`src/rtl/uart_pkg.sv`:
```
// Shared UART RX constants and capture FSM state type.
// Imported by the FIFO storage and the uart_rx_fifo top.
package uart_pkg;

  localparam int UART_DATA_W = 8;

  typedef enum logic {
    CAP_IDLE = 1'b0,
    CAP_ACK  = 1'b1
  } cap_state_e;

endpackage

```
`src/rtl/uart_fifo_mem.sv`:
```
// FIFO storage: DEPTH x 8, synchronous write, asynchronous read.
// Contents are not reset.
module uart_fifo_mem
  import uart_pkg::*;
#(
  parameter int DEPTH = 16,
  parameter int AW    = $clog2(DEPTH)
) (
  input  logic                   clk,
  input  logic                   we,
  input  logic [AW-1:0]          waddr,
  input  logic [UART_DATA_W-1:0] wdata,
  input  logic [AW-1:0]          raddr,
  output logic [UART_DATA_W-1:0] rdata
);

  logic [UART_DATA_W-1:0] mem [DEPTH];

  always_ff @(posedge clk) begin
    if (we) begin
      mem[waddr] <= wdata;
    end
  end

  assign rdata = mem[raddr];

endmodule

```
`src/rtl/uart_rx_fifo.sv`:
```
// UART receive FIFO: capture handshake, FWFT queue, overrun flag.
// Define UART_RX_FIFO_IRQ_EN to enable the fill-level/overrun irq.
module uart_rx_fifo
  import uart_pkg::*;
#(
  parameter int DEPTH     = 16,
  parameter int IRQ_LEVEL = 8
) (
  input  logic                     clk,
  input  logic                     resetq,
  input  logic                     uart_valid,
  input  logic [UART_DATA_W-1:0]   uart_data,
  output logic                     uart_rd,
  input  logic                     rd,
  output logic [UART_DATA_W-1:0]   rd_data,
  output logic                     empty,
  output logic                     full,
  output logic [$clog2(DEPTH):0]   count,
  output logic                     overrun,
  input  logic                     clr_overrun,
  output logic                     irq
);

  localparam int AW = $clog2(DEPTH);
  localparam int CW = AW + 1;

  cap_state_e    state_q;
  cap_state_e    state_d;
  logic          cap;
  logic          pop;
  logic          wr;
  logic          drop;
  logic [AW-1:0] rd_ptr_q;
  logic [AW-1:0] wr_ptr_q;
  logic [CW-1:0] count_q;
  logic [CW-1:0] count_d;
  logic          ovr_q;
  logic          ovr_d;

  always_comb begin
    state_d = state_q;
    cap     = 1'b0;
    unique case (state_q)
      CAP_IDLE: begin
        if (uart_valid) begin
          cap     = 1'b1;
          state_d = CAP_ACK;
        end
      end
      CAP_ACK: begin
        state_d = CAP_IDLE;
      end
      default: begin
        state_d = CAP_IDLE;
      end
    endcase
  end

  always_ff @(posedge clk or negedge resetq) begin
    if (!resetq) begin
      state_q <= CAP_IDLE;
    end else begin
      state_q <= state_d;
    end
  end

  // Acknowledge comes straight from the state register.
  assign uart_rd = (state_q == CAP_ACK);

  assign empty = (count_q == '0);
  assign full  = (count_q == CW'(DEPTH));
  assign count = count_q;
  assign overrun = ovr_q;

  assign pop  = rd & ~empty;
  assign wr   = cap & (~full | pop);
  assign drop = cap & full & ~pop;

  always_comb begin
    count_d = count_q;
    unique case ({wr, pop})
      2'b10:   count_d = count_q + CW'(1);
      2'b01:   count_d = count_q - CW'(1);
      default: count_d = count_q;
    endcase
  end

  // A drop in the same cycle as a clear leaves the flag set.
  always_comb begin
    ovr_d = ovr_q;
    if (drop) begin
      ovr_d = 1'b1;
    end else if (clr_overrun) begin
      ovr_d = 1'b0;
    end
  end

  always_ff @(posedge clk or negedge resetq) begin
    if (!resetq) begin
      rd_ptr_q <= '0;
      wr_ptr_q <= '0;
      count_q  <= '0;
      ovr_q    <= 1'b0;
    end else begin
      if (wr) begin
        wr_ptr_q <= wr_ptr_q + AW'(1);
      end
      if (pop) begin
        rd_ptr_q <= rd_ptr_q + AW'(1);
      end
      count_q <= count_d;
      ovr_q   <= ovr_d;
    end
  end

`ifdef UART_RX_FIFO_IRQ_EN
  logic irq_q;

  always_ff @(posedge clk or negedge resetq) begin
    if (!resetq) begin
      irq_q <= 1'b0;
    end else begin
      irq_q <= (count_d >= CW'(IRQ_LEVEL)) | ovr_d;
    end
  end

  assign irq = irq_q;
`else
  assign irq = 1'b0;
`endif

  uart_fifo_mem #(
    .DEPTH (DEPTH),
    .AW    (AW)
  ) u_mem (
    .clk   (clk),
    .we    (wr),
    .waddr (wr_ptr_q),
    .wdata (uart_data),
    .raddr (rd_ptr_q),
    .rdata (rd_data)
  );

endmodule
```
`config.mk`:
```
export PLATFORM = sky130hd
export DESIGN_NAME = uart_rx_fifo
export DESIGN_NICKNAME = d
export VERILOG_FILES = /design/src/rtl/uart_pkg.sv /design/src/rtl/uart_fifo_mem.sv /design/src/rtl/uart_rx_fifo.sv
export SDC_FILE = /design/constraint.sdc
export NUM_CORES = 1
export LEC_CHECK = 0
export ABC_AREA = 1
export BUFFER_PORTS_ARGS = -buffer_cell sky130_fd_sc_hd__buf_4
export CAP_MARGIN = 15
export CORE_UTILIZATION = 50
export DETAILED_ROUTE_END_ITERATION = 12
export GPL_ROUTABILITY_DRIVEN = 0
export MAX_ROUTING_LAYER = met4
export PLACE_DENSITY = 0.67
export SLEW_MARGIN = 20
export SYNTH_ARGS = -nofsm -noshare
export SYNTH_HDL_FRONTEND = slang
export SYNTH_SLANG_ARGS = --single-unit
export TNS_END_PERCENT = 20
```
`constraint.sdc`:
```
create_clock -name clk -period 2.4 [get_ports clk]
set_input_delay 0.24 -clock clk [delete_from_list [all_inputs] [get_ports clk]]
set_output_delay 0.24 -clock clk [all_outputs]
set_load 0.03 [all_outputs]
```
Yosys cells after proc, flatten, opt, wreduce, memory -nomap -nowiden
Memories as Yosys holds them, arrays and structs flattened.
Cells that the tools add are included.
{ "classes": {"n_addsub": 4, "bitwise": 9, "n_reduce_logical": 3, "eq_ne": 3, "muxes": 8} }
{ "ops": {"columns": ["cell", "count"], "rows": [
  ["$pmux 5 s2", 1],
  ["$add 4x1->4 const B", 2],
  ["$mux 1", 6],
  ["$add 5x1->5 const B", 1],
  ["$eq 5x5->1 const B", 1],
  ["$logic_not 5->1", 1],
  ["$sub 5x1->5 const B", 1],
  ["$and 1x1->1", 4],
  ["$not 1->1", 4],
  ["$reduce_bool 2->1", 2],
  ["$eq 2x1->1 const B", 1],
  ["$eq 2x2->1 const B", 1],
  ["$pmux 1 s2", 1],
  ["$or 1x1->1", 1]
]} }
{ "totals": {"mem_bits_rw": 128, "word_cells": 33, "memories": 1, "input_bits": 13, "ff_bits": 15, "output_inout_bits": 18} }
{ "mem_list": {"columns": ["name", "depth", "width", "read_ports", "rd_clocked_by_memory_dff", "write_ports", "line_no", "source"], "rows": [
  ["u_mem.mem", 16, 8, 1, 0, 1, "uart_fifo_mem.sv:17", "logic [UART_DATA_W-1:0] mem [DEPTH];"]
]} }

Logic depth before layout (Yosys ltp)
Gate-level depths: netlist of run 1.
{ "logic_depth": {"ltp_word": 7, "ltp_mapped": 14, "mapped_depth_nobuf": 14} }

Modules after synthesis
A second synthesis of run 1 with hierarchy kept.
{ "unflattened": {"hier_cells": 626, "area_unflattened_um2": 6458.7} }
{ "by_module_without_submodules": {"columns": ["module", "area_each_um2", "n_inst", "cells_each", "seq_area_each_um2"], "rows": [
  ["uart_fifo_mem", 5606.6, 1, 543, 3843.7],
  ["uart_rx_fifo", 852.1, 1, 83, 375.4]
]} }

Worst setup path before layout of run 1
Ideal clock, no wire load.
{ "synth_timing": {"path_type": "reg-to-reg", "start": "register count_q[1] (netlist: count[1])", "end": "register count_q[4] (netlist: count[4])", "path_buffers": 0, "arrival_ps": 1947, "setup_slack_ps": 340, "path_stages_with_launch": 14, "path_cell_list": "dfrtp_1 -> nor2_2 -> nand3_2 -> nand2_4 -> inv_2 -> nand2_2 -> inv_1 -> fa_1 -> nand3_1 -> nand3_1 -> nand2_1 -> nand3_1 -> nand2_1 -> inv_1"} }
{ "synth_via": {"elab_chain_len": 7, "elab_cells_between_ends": 13} }
{ "synth_rtl": {"columns": ["element", "line_no", "source"], "rows": [
  ["start, declared", "uart_rx_fifo.sv:35", "logic [CW-1:0] count_q;"],
  ["start signal, assigned", "uart_rx_fifo.sv:111", "count_q <= count_d;"],
  ["$logic_not 5->1", "uart_rx_fifo.sv:70", "assign empty = (count_q == '0);"],
  ["$not 1->1", "uart_rx_fifo.sv:75", "assign pop = rd & ~empty;"],
  ["$and 1x1->1", "uart_rx_fifo.sv:75", null],
  ["$or 1x1->1", "uart_rx_fifo.sv:76", "assign wr = cap & (~full | pop);"],
  ["$and 1x1->1", "uart_rx_fifo.sv:76", null],
  ["$eq 2x1->1 or $eq 2x2->1 (tied branches)", "uart_rx_fifo.sv:81", "unique case ({wr, pop})"],
  ["$pmux 5 s2 or $reduce_bool 2->1 (tied branches)", null, null]
]} }
Several ways; a longest one is shown, not always the timed one.
A chain may end at the register's enable or synchronous reset.

Final worst setup path of run 1
{ "layout_timing": {"start": "register rd_ptr_q[0]", "end": "output rd_data[1]"} }
{ "layout_via": {"elab_chain_len": 1} }
{ "layout_rtl": {"columns": ["element", "line_no", "source"], "rows": [
  ["start, declared", "uart_rx_fifo.sv:33", "logic [AW-1:0] rd_ptr_q;"],
  ["start signal, assigned", "uart_rx_fifo.sv:109", "rd_ptr_q <= rd_ptr_q + AW'(1);"],
  ["$mem_v2 16x8", null, null],
  ["end, declared", "uart_rx_fifo.sv:15", "output logic [UART_DATA_W-1:0] rd_data,"]
]} }
Every way passes these cells.

==> qor.txt, run 1 <==
Design Power: 9.114 mW
Final core occ: 61.44%
Post-layout net count: 558
Netlist Area Pre-Place: 6030 µm²
Worst hold slack: 0.08444 ns
Syn avg cell area: 12.38 µm²
Diodes inserted: 0
Core Area: 11560 µm²
Synthesized Nets: 509
Post-synth EDFFs: 128
Yosys warning count: 0
Wire length per cell: 19.01 µm
Final worst slack: 0.1055 ns
Yosys top cell by area: edfxtp_1
First-pass GRT wire length: 20780 µm
Lkg Pwr: 2.575 nW
Top FF cell, synth: edfxtp_1
CTS buffer count: 17
Iter 0 DRT Violations: 328
Post-DRT Antenna Nets: 0
Fraction of layout instances using a drive strength above 1: 19.13%
H-Tree Depth: 4
CTS tree: done
Worst Skew: 0.01007 ns
Critical path fanouts, max: 35
Finish-stage setup viols: 0
Top Usage Layer GRT: met2
IO buf count: 29
Synthesis-stage register bit count: 143
Max-cap viol count: 0
CP arrival: 2.05 ns
Vias per Instance: 5.686
Failing checks: DRC
CTS root buffer: clkbuf_16
Clk pin slew, worst setup/hold paths: 0.06 ns
Worst-Skew Late Latency: 0.42 ns
Post-synthesis async set-or-reset flop share: 10.49%
Initial core utilization: 52.14%
Worst Setup End Kind: output pin
Min-delay worst type: input port to register
Clock Sinks: 143
Met3 GRT Util: 4.736%
Pins Over Slew Limit: 0
Post-synth top area share: 63.75%
Register-to-Register Path Depth: 13
Final period demand of the worst path: 2.294 ns
Grt met1 use: 31.55%
Post-synth cell types: 31
Outcome: finished, violations left
DRC Markers: 1
Longest Clk Path Bufs: 2
Met2 GRT Util: 34.95%
Die ar.: 12500 µm²
Detailed-route via count: 3935
Rows: 39
Area delta synth->final: 17.85%
Die Y: 111.8 µm
Vias in the first global route: 3805
Post-Synthesis Cells: 487
Largest net degree at the start of global routing: 57
Commonest cells after routing, fill and taps aside: edfxtp_1 (128), nor2_1 (104), o21ai_0 (51), buf_4 (51), o211ai_1 (32)
Post-route cell area: 7106 µm²
DRT Pass-1 Iters: 9
Cell Area, Placed: 6485 µm²
Total grt overflow: 0
CP Launch Type: register
FMAX: 435.8 MHz
GRT Total Usage: 23.53%
Crit Path Class: register to output pin
Final wirelength: 13160 µm
Worst endpoint required time: 2.16 ns
Setup Buffers After CTS: 0
Final period utilization: 95.60%
# IOs: 31
PD cells: 1283 nW/µm²
Post-DP HPWL: 8075 µm
Post-synthesis sequential area ratio: 69.97%
Hold path depth: 3
Worst IR drop on VDD: 1145 µV
Final hold violations: 0
Pre-CTS setup slack: 0.3136 ns
Antenna violations before repair: 0
Die width: 111.8 µm
Commonest non-fill, non-tap cell in the layout: edfxtp_1
RSZ-0062 raised after global routing: yes
Synth top area cells: edfxtp_1 (64%), nor2_1 (6.5%), dfrtp_1 (6.2%)
-- per-layer routing --
| metal | routed length [µm] | up-vias | share of wire [%] |
|---|---|---|---|
| met5 | 0 | - | 0 |
| met4 | 273 | 0 | 2.1 |
| met3 | 937 | 27 | 7.1 |
| met2 | 6235 | 175 | 47 |
| met1 | 5710 | 1893 | 43 |
| li1 | - | 1840 | - |
-- path summary, 6_finish.rpt --
check / startpoint / end / slack (ns)
worst max-delay path: rd_ptr_q[0]$_DFFE_PN0P_ / rd_data[1] / 0.11
worst min-delay path: uart_valid / uart_rd$_DFF_PN0_ / 0.08
worst max register to register: count[1]$_DFFE_PN0P_ / count[4]$_DFFE_PN0P_ / 0.31
worst min register to register: uart_rd$_DFF_PN0_ / uart_rd$_DFF_PN0_ / 0.51
max in group asynchronous: resetq / rd_ptr_q[0]$_DFFE_PN0P_ / 1.98
min in group asynchronous: resetq / overrun$_DFFE_PN0P_ / 0.21
-- stage by stage --
step	setup TNS [ns]	std cells
after floorplan	0	487
after global placement	0	658
after detailed placement	0	658
after CTS	0	692
after global routing	-0.01557	692
final	0	692
-- layout make-up --
type	instances	area (µm²)
fill	885	4459
sequential	143	4222
multi-input combinational	294	1548
timing repair buffer	56	462.9
clock buffer	17	425.4
tap	143	178.9
clock inverter	15	167.7
inverter	24	101.3
-- registers in the layout (all words and copies together) (netlist names) --
signal / cells
u_mem.mem: 128
count: 5
rd_ptr_q: 4
wr_ptr_q: 4
overrun: 1
uart_rd: 1
-- repair_timing --
action,in CTS,in global routing
hold buffers,2,0
endpoints found under the setup margin,1,6
cloned,0,0
gates resized for setup,2,1
pin swaps,0,1
hold endpoints to repair,16,0
-- synthesized netlist by cell type, types with 4 or more instances --
library cell	n
ha_1	8
nand2_1	26
o211ai_1	32
xor2_1	6
nor2_1	104
o21ai_1	16
dfrtp_1	15
buf_2	10
buf_4	9
edfxtp_1	128
nand3_1	23
a21oi_1	9
inv_1	17
nand2_2	4
o21ai_0	51
-- logic make-up (layout without fill, tap and decap cells) --
family          Yosys count  in the layout  synth area share, %
simple gates            166            166                11.79
flops                   143            143                69.97
compound gates          109            109                10.40
buf+inv                  50            112                4.358
fa+ha+maj                 9              9                1.992
xor+xnor                  9              9                1.432
other cells               1              1              0.06219
-- critical path, cell delays in order, from the launching register on --
cell and delay, ns:
dfrtp_2 0.46, inv_6 0.14, buf_12 0.20, o21ai_0 0.11
o211ai_1 0.30, nand3_1 0.13, nand2_1 0.11, buf_4 0.16
-- where the power goes --
part / internal [mW] / leakage, nW / switching (mW)
sequential: 2.97 / 1.33 / 0.190
clock: 1.62 / 0.277 / 0.991
combinational: 1.13 / 0.967 / 2.21
(Power assumes the default switching activity.)
==> run 2, diff against run 1 <==
- REMOVE_ABC_BUFFERS: unset -> 1
==> qor.txt, run 2 (synthesis results as in run 1) <==
Outcome: complete, no violations
Hold_sp: clr_overrun
Vias per Instance: 5.683 (about the same)
Final period utilization: 94.64% (-0.96 points)
Fill cells: 888 (+0.34%)
PD cells: 1292 nW/µm² (+0.76%)
DRT Pass-1 Iters: 6 (-3)
Setup Buffers After CTS: 0 (unchanged)
Post-DP HPWL: 8019 µm (-0.70%)
Core Area: 11560 µm² (unchanged)
Crit path largest cell delay: 0.44 ns (-0.02 ns)
Critical path fanouts, max: 71 (+100%)
Worst R2R End: count[4]$_DFFE_PN0P_
Post-DRT Antenna Nets: 0 (unchanged)
Worst IR drop on VDD: 685.0 µV (-40%)
Commonest non-fill, non-tap cell in the layout: edfxtp_1
CTS root buffer: clkbuf_16
Worst Skew: 0.01916 ns (+0.009089 ns)
Crit Path Class: register to output pin
Total grt overflow: 0 (unchanged)
GRT Total Usage: 23.05% (-0.48 points)
Final wirelength: 13060 µm (-0.74%)
Finish-stage setup viols: 0 (unchanged)
Vias in the first global route: 3848 (+1.1%)
Initial core utilization: 52.14% (unchanged)
Diodes inserted: 0 (unchanged)
CTS buffer count: 17 (unchanged)
Commonest cells after routing, fill and taps aside: edfxtp_1 (128), nor2_1 (104), o21ai_0 (51), buf_4 (51), o211ai_1 (32)
H-Tree Depth: 4 (unchanged)
Rows: 39 (unchanged)
Clk pin slew, worst setup/hold paths: 0.06 ns (about the same)
FMAX: 440.3 MHz (+1.0%)
Final period demand of the worst path: 2.271 ns (-0.02316 ns)
# IOs: 31 (unchanged)
Fraction of layout instances using a drive strength above 1: 18.17% (-0.96 points)
Max-cap viol count: 0 (unchanged)
IO buf count: 29 (unchanged)
Pins Over Slew Limit: 0 (unchanged)
Hold path depth: 2 (-1)
Longest Clk Path Bufs: 2 (unchanged)
Antenna violations before repair: 0 (unchanged)
Wire length per cell: 18.98 µm (-0.17%)
Clock Sinks: 143 (unchanged)
Cell chain of the critical path: buf_12 -> o21ai_0 -> o211ai_1 -> nand3_1 -> nand2_1 -> buf_4
Area delta synth->final: 17.56%
Detailed-route via count: 3910 (-0.64%)
RR Startpoint: count[1]$_DFFE_PN0P_
Iter 0 DRT Violations: 345 (+5.2%)
Die width: 111.8 µm (unchanged)
Final hold violations: 0 (unchanged)
Lkg Pwr: 2.579 nW (+0.17%)
Largest register FFs: 128 (unchanged)
Worst hold path endpoint: overrun$_DFFE_PN0P_
Final core occ: 61.29% (-0.15 points)
Worst Setup End Kind: output pin
CP arrival: 2.03 ns (-0.02 ns)
Register-to-Register Path Depth: 13 (unchanged)
DRC Markers: 0 (-1)
Worst-Skew Late Latency: 0.41 ns (about the same)
Die ar.: 12500 µm² (unchanged)
Design Power: 9.161 mW (+0.51%)
CP max stage cell: dfrtp_2
CTS tree: done
Worst endpoint required time: 2.16 ns (about the same)
Die Y: 111.8 µm (unchanged)
CP Launch Type: register
Min-delay worst type: input port to register
First-pass GRT wire length: 20600 µm (-0.83%)
Largest net degree at the start of global routing: 72 (+26%)
RSZ-0062 raised after global routing: no
Worst hold slack: 0.02117 ns (-0.06327 ns)
Biggest register: u_mem.mem
R2R Setup Slk: 0.20 ns (-0.11 ns)
Post-layout net count: 555 (-0.54%)
==> run 2: cell count changes in the layout (fill, tap and decap cells not counted), moves of 2 or more <==
cell / before / now
clkinvlp_4: 6 / 3
inv_6: 3 / 0
buf_12: 3 / 1
bufinv_16: 3 / 5
==> run 2: stage by stage <==
stage | cells | setup TNS (ns) | setup WS (ns) | area (µm²)
6_report | 688 | 0 | 0.1287 | 7088
5_1_grt | 688 | 0 | 0.01397 | 7088
4_1_cts | 688 | 0 | 0.04127 | 7082
3_5_place_dp | 656 | 0 | 0.2356 | 6445
3_3_place_gp | 656 | 0 | 0.4106 | 6445
2_1_floorplan | 461 | -1.637 | -0.2077 | 5862
==> run 2: area by class of cell <==
| class | count | area [µm²] | share of cell area, % |
|---|---|---|---|
| Sequential cell | 143 | 4220 | 59.54 |
| Multi-Input combinational cell | 294 | 1548 | 21.84 |
| Clock buffer | 18 | 429.2 | 6.055 |
| Timing Repair Buffer | 53 | 412.9 | 5.825 |
| Clock inverter | 13 | 195.2 | 2.754 |
| Tap cell | 143 | 178.9 | 2.524 |
| Inverter | 24 | 103.9 | 1.465 |
==> run 2: timing repair <==
item                                   CTS  global route
resized for setup                        1             2
setup endpoints to repair                2             6
hold buffers                             1             0
pin swaps                                0             0
gates cloned                             0             0
endpoints found under the hold margin   15             0
==> run 2: routing by layer <==
metal	GRT usage (%)	share of wire [%]
met1	29.33	43
met2	35.16	48
met4	9.730	2.7
met3	5.988	6.6
met5	-	0
==> run 2: report_power, final <==
part | internal, mW | switching [mW] | leakage [nW] | total [mW]
clock | 1.82 | 0.942 | 0.298 | 2.76
sequential | 2.97 | 0.200 | 1.33 | 3.17
combinational | 1.06 | 2.16 | 0.949 | 3.22
total | 5.86 | 3.30 | 2.58 | 9.16
==> run 2: worst max-delay path, delay by kind of cell, from the launching register on <==
kind            cells  cell delay, ns
compound gates      2            0.39
buf+inv             2            0.46
flops               1            0.44
simple gates        2            0.29
==> run 2: worst max path at each step <==
stage               slack (ns)                    to  depth (start not counted)                    start
finish                    0.13            rd_data[2]                          6  rd_ptr_q[0]$_DFFE_PN0P_
global route              0.01            rd_data[4]                          9  rd_ptr_q[0]$_DFFE_PN0P_
CTS                       0.04            rd_data[2]                          5  rd_ptr_q[2]$_DFFE_PN0P_
detailed placement        0.24  count[4]$_DFFE_PN0P_                         13     count[1]$_DFFE_PN0P_
global placement          0.41  count[4]$_DFFE_PN0P_                         13     count[1]$_DFFE_PN0P_
floorplan                -0.21            rd_data[1]                          7  rd_ptr_q[0]$_DFFE_PN0P_
==> run 3, diff against run 2 <==
- RECOVER_POWER: unset -> 25
==> qor.txt, run 3 (synthesis results as in run 1) <==
Slew headroom: 48.89%
Longest Clk Path Bufs: 2 (unchanged)
Diodes inserted: 0 (unchanged)
Worst IR drop on VDD: 682.6 µV (-0.35%)
Die Y: 111.8 µm (unchanged)
Lkg Pwr: 2.557 nW (-0.84%)
Min-delay worst type: input port to register
Setup Buffers After CTS: 0 (unchanged)
RSZ-0062 raised after global routing: no
CP arrival: 2.02 ns (about the same)
Post-DRT Antenna Nets: 0 (unchanged)
Detailed-route via count: 3902 (-0.20%)
Finish-stage setup viols: 0 (unchanged)
Met2 WL: 6187 µm (-1.1%)
Antenna violations before repair: 0 (unchanged)
Max-cap viol count: 0 (unchanged)
Largest register FFs: 128 (unchanged)
Tightest Pin Transition: 0.7667 ns
Clock Sinks: 143 (unchanged)
Fraction of layout instances using a drive strength above 1: 17.06% (-1.1 points)
Largest net degree at the start of global routing: 72 (unchanged)
Top routing layer used: met4
Rows: 39 (unchanged)
Worst endpoint required time: 2.16 ns (about the same)
Die width: 111.8 µm (unchanged)
CTS root buffer: clkbuf_16
WL met3: 928 µm (+7.2%)
Final worst slack: 0.1364 ns (+0.007723 ns)
Initial core utilization: 52.14% (unchanged)
Worst-Skew Late Latency: 0.42 ns (about the same)
Core Area: 11560 µm² (unchanged)
Vias per Instance: 5.672 (-0.20%)
Commonest cells after routing, fill and taps aside: edfxtp_1 (128), nor2_1 (104), o21ai_0 (51), buf_4 (45), o211ai_1 (32)
CP Launch Type: register
FMAX: 441.8 MHz (+0.34%)
DRT Pass-1 Iters: 4 (-2)
Final period demand of the worst path: 2.264 ns (-0.007723 ns)
Worst Setup End Kind: output pin
Pins Over Slew Limit: 0 (unchanged)
Iter 0 DRT Violations: 273 (-21%)
Critical path fanouts, max: 37 (-48%)
DRT met1 WL: 5525 µm (-0.91%)
Final hold violations: 0 (unchanged)
Vias in the first global route: 3848 (unchanged)
Worst hold slack: 0.01883 ns (-0.002337 ns)
Post-layout net count: 555 (unchanged)
Total grt overflow: 0 (unchanged)
Clk pin slew, worst setup/hold paths: 0.06 ns (about the same)
Worst Skew: 0.01800 ns (-0.001161 ns)
Final wirelength: 13020 µm (-0.26%)
Wire length per cell: 18.93 µm (-0.26%)
Die ar.: 12500 µm² (unchanged)
# IOs: 31 (unchanged)
Pre-CTS setup slack: 0.2356 ns (unchanged)
Commonest non-fill, non-tap cell in the layout: edfxtp_1
GRT Total Usage: 23.05% (unchanged)
PD cells: 1295 nW/µm² (+0.18%)
First-pass GRT wire length: 20600 µm (unchanged)
Area delta synth->final: 17.18%
DRC Markers: 0 (unchanged)
Post-DP HPWL: 8019 µm (unchanged)
Biggest register: u_mem.mem
Outcome: complete, no violations
CTS buffer count: 17 (unchanged)
IO buf count: 29 (unchanged)
Crit Path Class: register to output pin
H-Tree Depth: 4 (unchanged)
CTS tree: done
Final period utilization: 94.32% (-0.32 points)
-- run 3: changes by cell type in the layout (fill, tap and decap cells not counted) --
cell      delta
buf_4        -6
clkbuf_1     +6
-- run 3: final timing paths --
| kind | startpoint | end | slack, ns | cells past startpoint |
|---|---|---|---|---|
| setup / recovery | rd_ptr_q[1]$_DFFE_PN0P_ | rd_data[2] | 0.14 | 6 |
| hold / removal | clr_overrun | overrun$_DFFE_PN0P_ | 0.02 | 2 |
| setup reg to reg | count[1]$_DFFE_PN0P_ | count[4]$_DFFE_PN0P_ | 0.20 | 13 |
| hold reg to reg | uart_rd$_DFF_PN0_ | uart_rd$_DFF_PN0_ | 0.48 | 1 |
| max in group asynchronous | resetq | rd_ptr_q[0]$_DFFE_PN0P_ | 1.96 | 2 |
| min in group asynchronous | resetq | wr_ptr_q[0]$_DFFE_PN0P_ | 0.23 | 2 |
-- run 3: critical path: stages (launching register included) --
cell	delay, ns
dfrtp_1	0.36
buf_4	0.37
o21ai_0	0.16
o211ai_1	0.24
nand3_1	0.16
nand2_1	0.13
buf_4	0.16
-- run 3: per-stage QoR --
stage	instances	util [%]	cell area (µm²)	total power [mW]	TNS, ns
4_1_cts	688	61.24	7082	9.166	0
6_report	688	61.09	7066	9.148	0
2_1_floorplan	461	-	5862	5.203	-1.637
3_3_place_gp	656	55.73	6445	6.308	0
3_5_place_dp	656	55.73	6445	6.390	0
5_1_grt	688	61.09	7066	9.621	0
-- run 3: power by group --
part / switching, mW / internal [mW]
Clock: 0.945 / 1.82
Combinational: 2.15 / 1.06
Sequential: 0.198 / 2.97
-- run 3: area by class of cell --
cell class,instances,area [µm²]
fillers,894,4499
flip-flops and latches,143,4220
clock buffers,18,429.2
repair buffers,53,390.4
clock inverters,13,195.2
multi-input cells,294,1548
well taps,143,178.9
inverters,24,103.9
-- run 3: metal layers --
| layer | global-route usage [%] | vias up |
|---|---|---|
| met3 | 5.988 | 26 |
| met5 | - | - |
| met1 | 29.33 | 1857 |
| li1 | - | 1826 |
| met2 | 35.16 | 193 |
| met4 | 9.730 | 0 |
-- run 3: what timing repair did --
action / 4_1_cts / 5_1_grt
hold endpoints to repair: 15 / 0
resized for setup: 1 / 2
hold buffers: 1 / 0
endpoints found under the setup margin: 2 / 6
